[src/rtl/nibble_serial_add_ctrl.sv]
// Wide add/subtract built from one shared 4-bit ripple-carry slice, one nibble
// per clock, LSB nibble first, with a start/busy/done handshake.

module ripple_carry (
    input  logic [3:0] a,
    input  logic [3:0] b,
    input  logic       cin,
    output logic [3:0] sum,
    output logic       cout
);
    always_comb begin
        logic c;
        c   = cin;
        sum = '0;
        for (int i = 0; i < 4; i++) begin
            sum[i] = a[i] ^ b[i] ^ c;
            c      = (a[i] & b[i]) | (c & (a[i] ^ b[i]));
        end
        cout = c;
    end
endmodule

module nibble_serial_add_ctrl #(
    parameter int NIBBLES = 4
) (
    input  logic                 clk,
    input  logic                 rst,
    input  logic                 start,
    input  logic                 sub,
    input  logic                 cin,
    input  logic [4*NIBBLES-1:0] op_a,
    input  logic [4*NIBBLES-1:0] op_b,
    output logic                 busy,
    output logic                 done,
    output logic [4*NIBBLES-1:0] result,
    output logic                 cout,
    output logic                 ovf
);
    localparam int W  = 4 * NIBBLES;
    localparam int IW = (NIBBLES > 1) ? $clog2(NIBBLES) : 1;

    typedef enum logic [1:0] {
        IDLE = 2'd0,
        RUN  = 2'd1,
        DONE = 2'd2
    } state_t;

    state_t         state_q, state_d;
    logic [W-1:0]   a_q, b_q;
    logic [W-1:0]   result_q;
    logic [IW-1:0]  idx_q;
    logic           carry_q;
    logic           cout_q;
    logic           ovf_q;

    logic [3:0]     slice_a, slice_b, slice_sum;
    logic           slice_cout;
    logic           last_nibble;
    logic           accept;

    // Two's-complement overflow: operands agree in sign, result sign differs.
    function automatic logic signed_ovf(input logic a_msb, input logic b_msb,
                                        input logic s_msb);
        return (a_msb == b_msb) && (s_msb != a_msb);
    endfunction

    assign accept      = (state_q == IDLE) && start;
    assign last_nibble = (idx_q == IW'(NIBBLES - 1));

    always_comb begin
        slice_a = a_q[4*idx_q +: 4];
        slice_b = b_q[4*idx_q +: 4];
    end

    ripple_carry u_slice (
        .a    (slice_a),
        .b    (slice_b),
        .cin  (carry_q),
        .sum  (slice_sum),
        .cout (slice_cout)
    );

    // ---- state register ----
    always_ff @(posedge clk) begin
        if (rst) begin
            state_q <= IDLE;
        end else begin
            state_q <= state_d;
        end
    end

    // ---- next-state logic ----
    always_comb begin
        state_d = state_q;
        case (state_q)
            IDLE:    if (start) state_d = RUN;
            RUN:     if (last_nibble) state_d = DONE;
            DONE:    state_d = IDLE;
            default: state_d = IDLE;
        endcase
    end

    // ---- output decode ----
    always_comb begin
        busy = 1'b0;
        done = 1'b0;
        case (state_q)
            RUN:     busy = 1'b1;
            DONE:    done = 1'b1;
            default: ;
        endcase
    end

    // Operand capture; subtraction stores ~op_b so the slice always adds.
    always_ff @(posedge clk) begin
        if (accept) begin
            a_q <= op_a;
            b_q <= sub ? ~op_b : op_b;
        end
    end

    // ---- nibble sequencing and result registers ----
    always_ff @(posedge clk) begin
        if (rst) begin
            idx_q    <= '0;
            carry_q  <= 1'b0;
            result_q <= '0;
            cout_q   <= 1'b0;
            ovf_q    <= 1'b0;
        end else begin
            case (state_q)
                IDLE: begin
                    if (start) begin
                        idx_q    <= '0;
                        carry_q  <= sub ? 1'b1 : cin;
                        result_q <= '0;
                        cout_q   <= 1'b0;
                        ovf_q    <= 1'b0;
                    end
                end
                RUN: begin
                    result_q[4*idx_q +: 4] <= slice_sum;
                    carry_q                <= slice_cout;
                    idx_q                  <= idx_q + IW'(1);
                    if (last_nibble) begin
                        cout_q <= slice_cout;
                        ovf_q  <= signed_ovf(a_q[W-1], b_q[W-1], slice_sum[3]);
                    end
                end
                default: ;
            endcase
        end
    end

    assign result = result_q;
    assign cout   = cout_q;
    assign ovf    = ovf_q;
endmodule

[config.mk]
export PLATFORM = sky130hd
export DESIGN_NAME = nibble_serial_add_ctrl
export DESIGN_NICKNAME = d
export VERILOG_FILES = /design/src/rtl/nibble_serial_add_ctrl.sv
export SDC_FILE = /design/constraint.sdc
export NUM_CORES = 1
export LEC_CHECK = 0
export CAP_MARGIN = 20
export CORE_UTILIZATION = 50
export CTS_CLUSTER_DIAMETER = 150
export DETAILED_ROUTE_END_ITERATION = 10
export PLACE_DENSITY = 0.8
export SLEW_MARGIN = 20
export SYNTH_ARGS = -nofsm -noshare
export SYNTH_HDL_FRONTEND = slang
export SYNTH_HIERARCHICAL = 1
export SYNTH_SLANG_ARGS = --single-unit
[constraint.sdc]
create_clock -name clk -period 4.5 [get_ports clk]
set_clock_uncertainty 0.05 [all_clocks]
set_input_delay 0.9 -clock clk [delete_from_list [all_inputs] [get_ports clk]]
set_output_delay 0.9 -clock clk [all_outputs]
set_load 0.05 [all_outputs]
==> summary.md, run 1 <==
| Metric | Value |
|---|---|
| Status | complete, no violations |
| Synth async-reset ratio | 0% |
| CTS Hold Bufs | 0 |
| Min-Delay Path Depth | 2 |
| Port buffer count | 56 |
| Clock tree buffer depth | 2 |
| Synthesized area per cell | 14.07 um^2 |
| Most frequent cells in the layout | clkdlybuf4s50_1 (56), edfxtp_1 (32), dfxtp_1 (23) |
| Area grow syn2layout | 26.78% |
| CTS Sinks | 55 |
| Share of layout cells above drive strength 1 | 12.18% |
| Setup TNS Final | 0 ns |
| Vias in the first global route | 1665 |
| Placement row count | 25 |
| Fmax | 301.0 MHz |
| Gate Count Post-Synth | 181 |
| Total Routed Length | 4445 um |
| DP HPWL | 3405 um |
| Total CTS buffers | 5 |
| Slew headroom | 40.86% |
| Crit Path Max Fanout | 12 |
| Leakage | 1.170 nW |
| Startpoint Class | flip-flop |
| Post-Syn Nets | 227 |
| Pwr per Cell Area | 317.9 nW/um^2 |
| Peak supply drop | 0.1969 mV |
| Fin crit share | 73.82% |
| Initial core utilization | 52.86% |
| Setup Crit Path Kind | reg -> reg |
| Seq/Total Area, Yosys | 55.82% |
| Post-synthesis register bit count | 55 |
| Commonest non-fill, non-tap cell in the layout | clkdlybuf4s50_1 |
| Core Area | 4817 um^2 |
| CTS tree | done |
| Critical path arrival | 3.52 ns |
| Vias/cell | 5.167 |
| Global-route wire length before repair | 7741 um |
| Fin. max-slew vios | 0 |
| R2r worst-path depth | 12 |
| Setup-failing EPs final | 0 |
| Vias | 1576 |
| Chip width | 73.36 um |
| Top-area cell type share of the netlist area | 37.74% |
| GRT Util Overall | 19.52% |
| Setup crit end kind | flip-flop |
| Post-CTS Setup Inserts | 0 |
| Synthesis Warnings | 6 |
| Max-capacitance violation count | 0 |
| Final Power | 1.026 mW |
| I/O Pins | 57 |
| Antenna diodes | 0 |
| H-Tree Depth | 2 |
| Worst-path clk slew | 0.09 ns |
| Post-CTS sizing | 0 |
| DIE AREA | 5382 um^2 |
| CTS Root Cell | clkbuf_8 |
| Initial DRT Pass Iterations | 4 |
| Hold Path Class | reg -> reg |
| Most area-consuming cells after synthesis | edfxtp_1 (38%), dfxtp_1 (18%), mux4_2 (7.1%) |
| Die Ht | 73.36 um |
| Post-synth EDFFs | 32 |
| Starting DRT DRC Count | 103 |
| Final ANT Viol Nets | 0 |
| Number of antenna violations at the first check in global routing | 0 |
| Routability cong. | 0.7827 |
| Synth area leader | edfxtp_1 |
| Final min period | 3.322 ns |
| Remaining global-route overflow | 0 |
| Cell area after synthesis | 2546 um^2 |
| RSZ-0062 raised after global routing | false |
| WL/cell | 14.57 um |
| Worst skew pair latency | 0.30 ns |
| Largest net degree at the start of global routing | 19 |
| Top FF cell, synth | edfxtp_1 |
| Required @ worst endpoint | 4.69 ns |
| Final core occ | 67.01% |
| Worst slew pin tran | 0.8843 ns |
| Unique cell type count in the Yosys netlist | 36 |
| DRC viols | 0 |
| Fin. Hold Viols | 0 |
| Nets@finish | 283 |
| Tightest hold margin | 0.4241 ns |
## critical path: stages (launching register included)
cell and delay, ns:
dfxtp_1 0.65, mux4_2 0.41, fa_1 0.42, inv_1 0.08, fa_1 0.17, inv_1 0.05
fa_1 0.35, inv_1 0.07, fa_1 0.41, inv_1 0.10, nor2b_1 0.28, nand4_1 0.14
o21ai_1 0.08
## worst paths after layout
path | end | slack [ns] | from
worst max register to register | result[15] | 1.18 | idx_q[1]
worst min-delay path | result[13] | 0.42 | result[13]
worst max-delay path | result[15] | 1.18 | idx_q[1]
worst min register to register | result[13] | 0.42 | result[13]
## registers in the layout, summed over array words and instances, names as in the netlist
name	cells
idx_q	2
a_q	16
ovf	1
result	16
b_q	16
state_q	2
carry_q	1
cout	1
## Yosys cell counts, types with 3 or more instances
| master | n |
|---|---|
| edfxtp_1 | 32 |
| dfxtp_1 | 23 |
| xor2_1 | 16 |
| inv_1 | 15 |
| a22o_1 | 12 |
| mux4_2 | 8 |
| ha_1 | 5 |
| nand2b_1 | 5 |
| nand4_1 | 5 |
| nor2_1 | 5 |
| nor2b_1 | 5 |
| o21ai_1 | 5 |
| a21oi_1 | 4 |
| fa_1 | 4 |
| nand2_1 | 4 |
| a21oi_4 | 3 |
| buf_2 | 3 |
| mux2_4 | 3 |
## final cells by class
type	instances	area, um^2
clock inverters	2	7.507
repair buffers	58	575.6
clock buffers	6	72.57
well taps	67	83.83
fillers	377	1589
flip-flops and latches	55	1421
multi-input cells	100	1003
inverters	17	63.81
## layer usage
layer,up-vias,GRT usage [%],share of wire (%)
met5,-,0,0
met2,60,33.85,52
li1,762,-,-
met1,742,23.06,41
met3,12,4.527,4.9
met4,0,8.974,2.3
## per-stage QoR
stage | area, um^2 | worst slack, ns | instances
3_3_place_gp | 3148 | 1.289 | 297
2_1_floorplan | 2546 | 1.271 | 181
5_1_grt | 3228 | 0.9131 | 305
4_1_cts | 3228 | 1.175 | 305
3_5_place_dp | 3148 | 1.197 | 297
6_report | 3228 | 1.178 | 305
## cell families (layout without fill, tap and decap cells)
family / count (synthesis) / count (layout) / share of synthesized area (%)
flops: 55 / 55 / 55.82
simple gates: 32 / 32 / 8.894
compound gates: 31 / 31 / 10.07
buf+inv: 26 / 83 / 4.865
xor+xnor: 16 / 16 / 5.504
mux: 12 / 12 / 9.238
fa+ha+maj: 9 / 9 / 5.602
## power by group
| part | total, mW | internal (mW) | switching, mW |
|---|---|---|---|
| logic | 0.192 | 0.0953 | 0.0971 |
| registers | 0.581 | 0.565 | 0.0155 |
| clock network | 0.253 | 0.107 | 0.146 |
(Power assumes the default switching activity.)
==> run 2: changes to the inputs <==
Settings changed: CORE_UTILIZATION 50 to 45, PLACE_DENSITY 0.8 to 0.76.
Clock period 4.5 ns to 2.7 ns, I/O delays scaled along.
==> run 2 against run 1 <==
Compared with the run above: global-route usage down 2.4 points; the flow now finishes with violations (setup timing); clock power up 79%; via count down 0.38%; total power up 72%; largest cell class unchanged.
==> summary.md, run 2 (same netlist as run 1, synthesis figures left out) <==
| Metric | Value |
|---|---|
| Vias in the first global route | 1654 (-0.66%) |
| Starting DRT DRC Count | 72 (-30%) |
| Startpoint Class | flip-flop |
| Internal power | 1.327 mW (+73%) |
| Setup crit end kind | flip-flop |
| Critical path arrival | 3.06 ns (-0.46 ns) |
| Peak supply drop | 0.3371 mV (+71%) |
| Status | finished with violations |
| Crit-path max cell delay | 0.51 ns (-0.14 ns) |
| Largest net degree at the start of global routing | 20 (+1) |
| GRT Util Overall | 17.10% (-2.4 points) |
| Remaining global-route overflow | 0 (unchanged) |
| Initial core utilization | 46.52% (-6.3 points) |
| Area grow syn2layout | 30.52% |
| Final core occ | 60.72% (-6.3 points) |
| Worst R2R Start | idx_q[0] |
| R2r worst-path depth | 12 (unchanged) |
| Share of layout cells above drive strength 1 | 19.67% (+7.5 points) |
| Sequential cell area | 1425 um^2 (+0.26%) |
| Placed cell count | 308 (+3.7%) |
| Min-Delay Path Depth | 2 (unchanged) |
| Fillers | 464 (+23%) |
| Commonest non-fill, non-tap cell in the layout | clkdlybuf4s50_1 |
| CTS Root Cell | clkbuf_8 |
| Placement row count | 27 (+8.0%) |
| Setup TNS Final | -0.8119 ns (-0.8119 ns) |
| Setup-failing EPs final | 5 (+5) |
| Placed Area | 3216 um^2 (+2.1%) |
| Fmax | 343.2 MHz (+14%) |
| Number of antenna violations at the first check in global routing | 0 (unchanged) |
| Worst skew pair latency | 0.31 ns (about the same) |
| Nets@finish | 289 (+2.1%) |
| Worst slew pin tran | 0.5772 ns (-0.3071 ns) |
| Most frequent cells in the layout | clkdlybuf4s50_1 (55), edfxtp_1 (32), dfxtp_1 (22) |
| Hold_sp | result[12] |
| PnR worst setup slack | -0.2137 ns (-1.392 ns) |
| Final min period | 2.914 ns (-0.4081 ns) |
| Post-CTS Setup Inserts | 0 (unchanged) |
| WL/cell | 13.88 um (-4.8%) |
| FF-to-FF setup slack | -0.21 ns (-1.39 ns) |
| Fin. Hold Viols | 0 (unchanged) |
| Fin crit share | 107.9% (+34 points) |
| DRC viols | 0 (unchanged) |
| Final ANT Viol Nets | 0 (unchanged) |
| Antenna diodes | 0 (unchanged) |
| Pwr per Cell Area | 531.6 nW/um^2 (+67%) |
| Most frequent CP cell | inv_2 |
| Routability cong. | 0.7806 (-0.27%) |
| Initial DRT Pass Iterations | 4 (unchanged) |
| Die Ht | 77.22 um (+5.3%) |
| Slew headroom | 61.40% (+21 points) |
| Crit Path Max Fanout | 3 (-9) |
| Failing checks | setup timing |
| DP HPWL | 3415 um (+0.30%) |
| Post-Layout Cell Count | 316 (+3.6%) |
| Slowest stage cell, crit path | mux4_2 |
| Clock tree buffer depth | 2 (unchanged) |
| DIE AREA | 5963 um^2 (+11%) |
| Hold path endpoint | result[12] |
| Total Routed Length | 4386 um (-1.3%) |
| Worst-path clk slew | 0.09 ns (about the same) |
| Core Area | 5473 um^2 (+14%) |
| Required @ worst endpoint | 2.84 ns (-1.85 ns) |
| Hold Path Class | reg -> reg |
| Chip width | 77.22 um (+5.3%) |
| Leakage | 1.228 nW (+5.0%) |
| Port buffer count | 56 (unchanged) |
| Fin. max-slew vios | 0 (unchanged) |
| Switch share | 24.90% (-0.34 points) |
| Tightest hold margin | 0.4190 ns (-0.005113 ns) |
| Logic gate share of total power | 20.1% (+1.4 points) |
| I/O Pins | 57 (unchanged) |
| Setup Crit Path Kind | reg -> reg |
| CTS Sinks | 55 (unchanged) |
| Final Cell Area | 3323 um^2 (+2.9%) |
| Max-capacitance violation count | 0 (unchanged) |
| H-Tree Depth | 2 (unchanged) |
| Global-route wire length before repair | 7721 um (-0.26%) |
| Clock Power Share | 25.6% (+0.9 points) |
| Crit path cell chain | mux4_2 > fa_2 > inv_2 > fa_2 > inv_2 > fa_2 > inv_2 > fa_1 > inv_2 > and3b_1 > o21ai_1 > o21ai_1 |
| Seq pwr share | 54.3% (-2.3 points) |
| RR Endpoint | ovf |
| RSZ-0062 raised after global routing | true |
| CTS Hold Bufs | 0 (unchanged) |
| CTS tree | done |
| Multi-input logic area | 1031 um^2 (+2.7%) |
| Vias/cell | 4.968 (-3.8%) |
| NetSw | 0.4399 mW (+70%) |
| Total CTS buffers | 5 (unchanged) |
| Vias | 1570 (-0.38%) |
==> run 2: changes by cell type in the layout (fill, tap and decap cells not counted), moves of 2 or more <==
cell     change
buf_4        +6
fa_1         -3
fa_2         +3
inv_1        -4
inv_2        +4
nor2b_1      -3
nor2b_2      +2
==> run 2: area by class of cell <==
cell class              instances  area share, %
clock buffers                   7          2.598
clock inverters                 1         0.1130
inverters                      17          1.920
multi-input cells             100          31.02
flip-flops and latches         55          42.88
well taps                      72          2.711
repair buffers                 64          18.75
==> run 2: repair_timing <==
item,4_1_cts,5_1_grt
endpoints found under the setup margin,5,11
cloned,0,0
gates resized for setup,2,6
pin swaps,0,1
==> run 2: metal layers <==
metal  GRT usage, %  share of wire [%]  vias up
met5              0                  0        -
met4          7.925                1.6        0
met3          4.881                5.4        6
met2          28.76                 49       46
met1          20.08                 44      740
li1               -                  -      778
==> run 2: critical path: cells and delay by family, from the launching register on <==
family,cells,cell delay [ns]
AOI/OAI and AO/OA,2,0.18
buffers and inverters,4,0.24
and+or+nand+nor,1,0.17
adders and majority gates,4,1.30
muxes,1,0.51
DFF,1,0.37
==> run 2: metrics by stage <==
| step | total power, mW | worst slack [ns] |
|---|---|---|
| floorplan | 1.205 | -0.3387 |
| global placement | 1.317 | -0.2018 |
| detailed placement | 1.326 | -0.2555 |
| CTS | 1.781 | -0.2457 |
| global route | 1.860 | -0.3830 |
| finish | 1.767 | -0.2137 |
==> run 2: worst max-delay path by stage <==
| stage | start | end | slack, ns | depth (start not counted) |
|---|---|---|---|---|
| 2_1_floorplan | idx_q[0] | ovf | -0.34 | 14 |
| 3_3_place_gp | idx_q[0] | ovf | -0.20 | 12 |
| 3_5_place_dp | idx_q[0] | ovf | -0.26 | 12 |
| 4_1_cts | idx_q[0] | ovf | -0.25 | 12 |
| 5_1_grt | idx_q[0] | ovf | -0.38 | 12 |
| 6_report | idx_q[0] | ovf | -0.21 | 12 |
==> run 2: power groups by stage <==
| stage | clock (mW) | sequential (mW) | combinational (mW) |
|---|---|---|---|
| after CTS | 0.470 | 0.960 | 0.351 |
| final | 0.453 | 0.959 | 0.355 |
| after floorplan | 0 | 0.993 | 0.211 |
| after detailed placement | 0 | 0.980 | 0.346 |
| after global routing | 0.504 | 0.964 | 0.392 |
| after global placement | 0 | 0.978 | 0.339 |
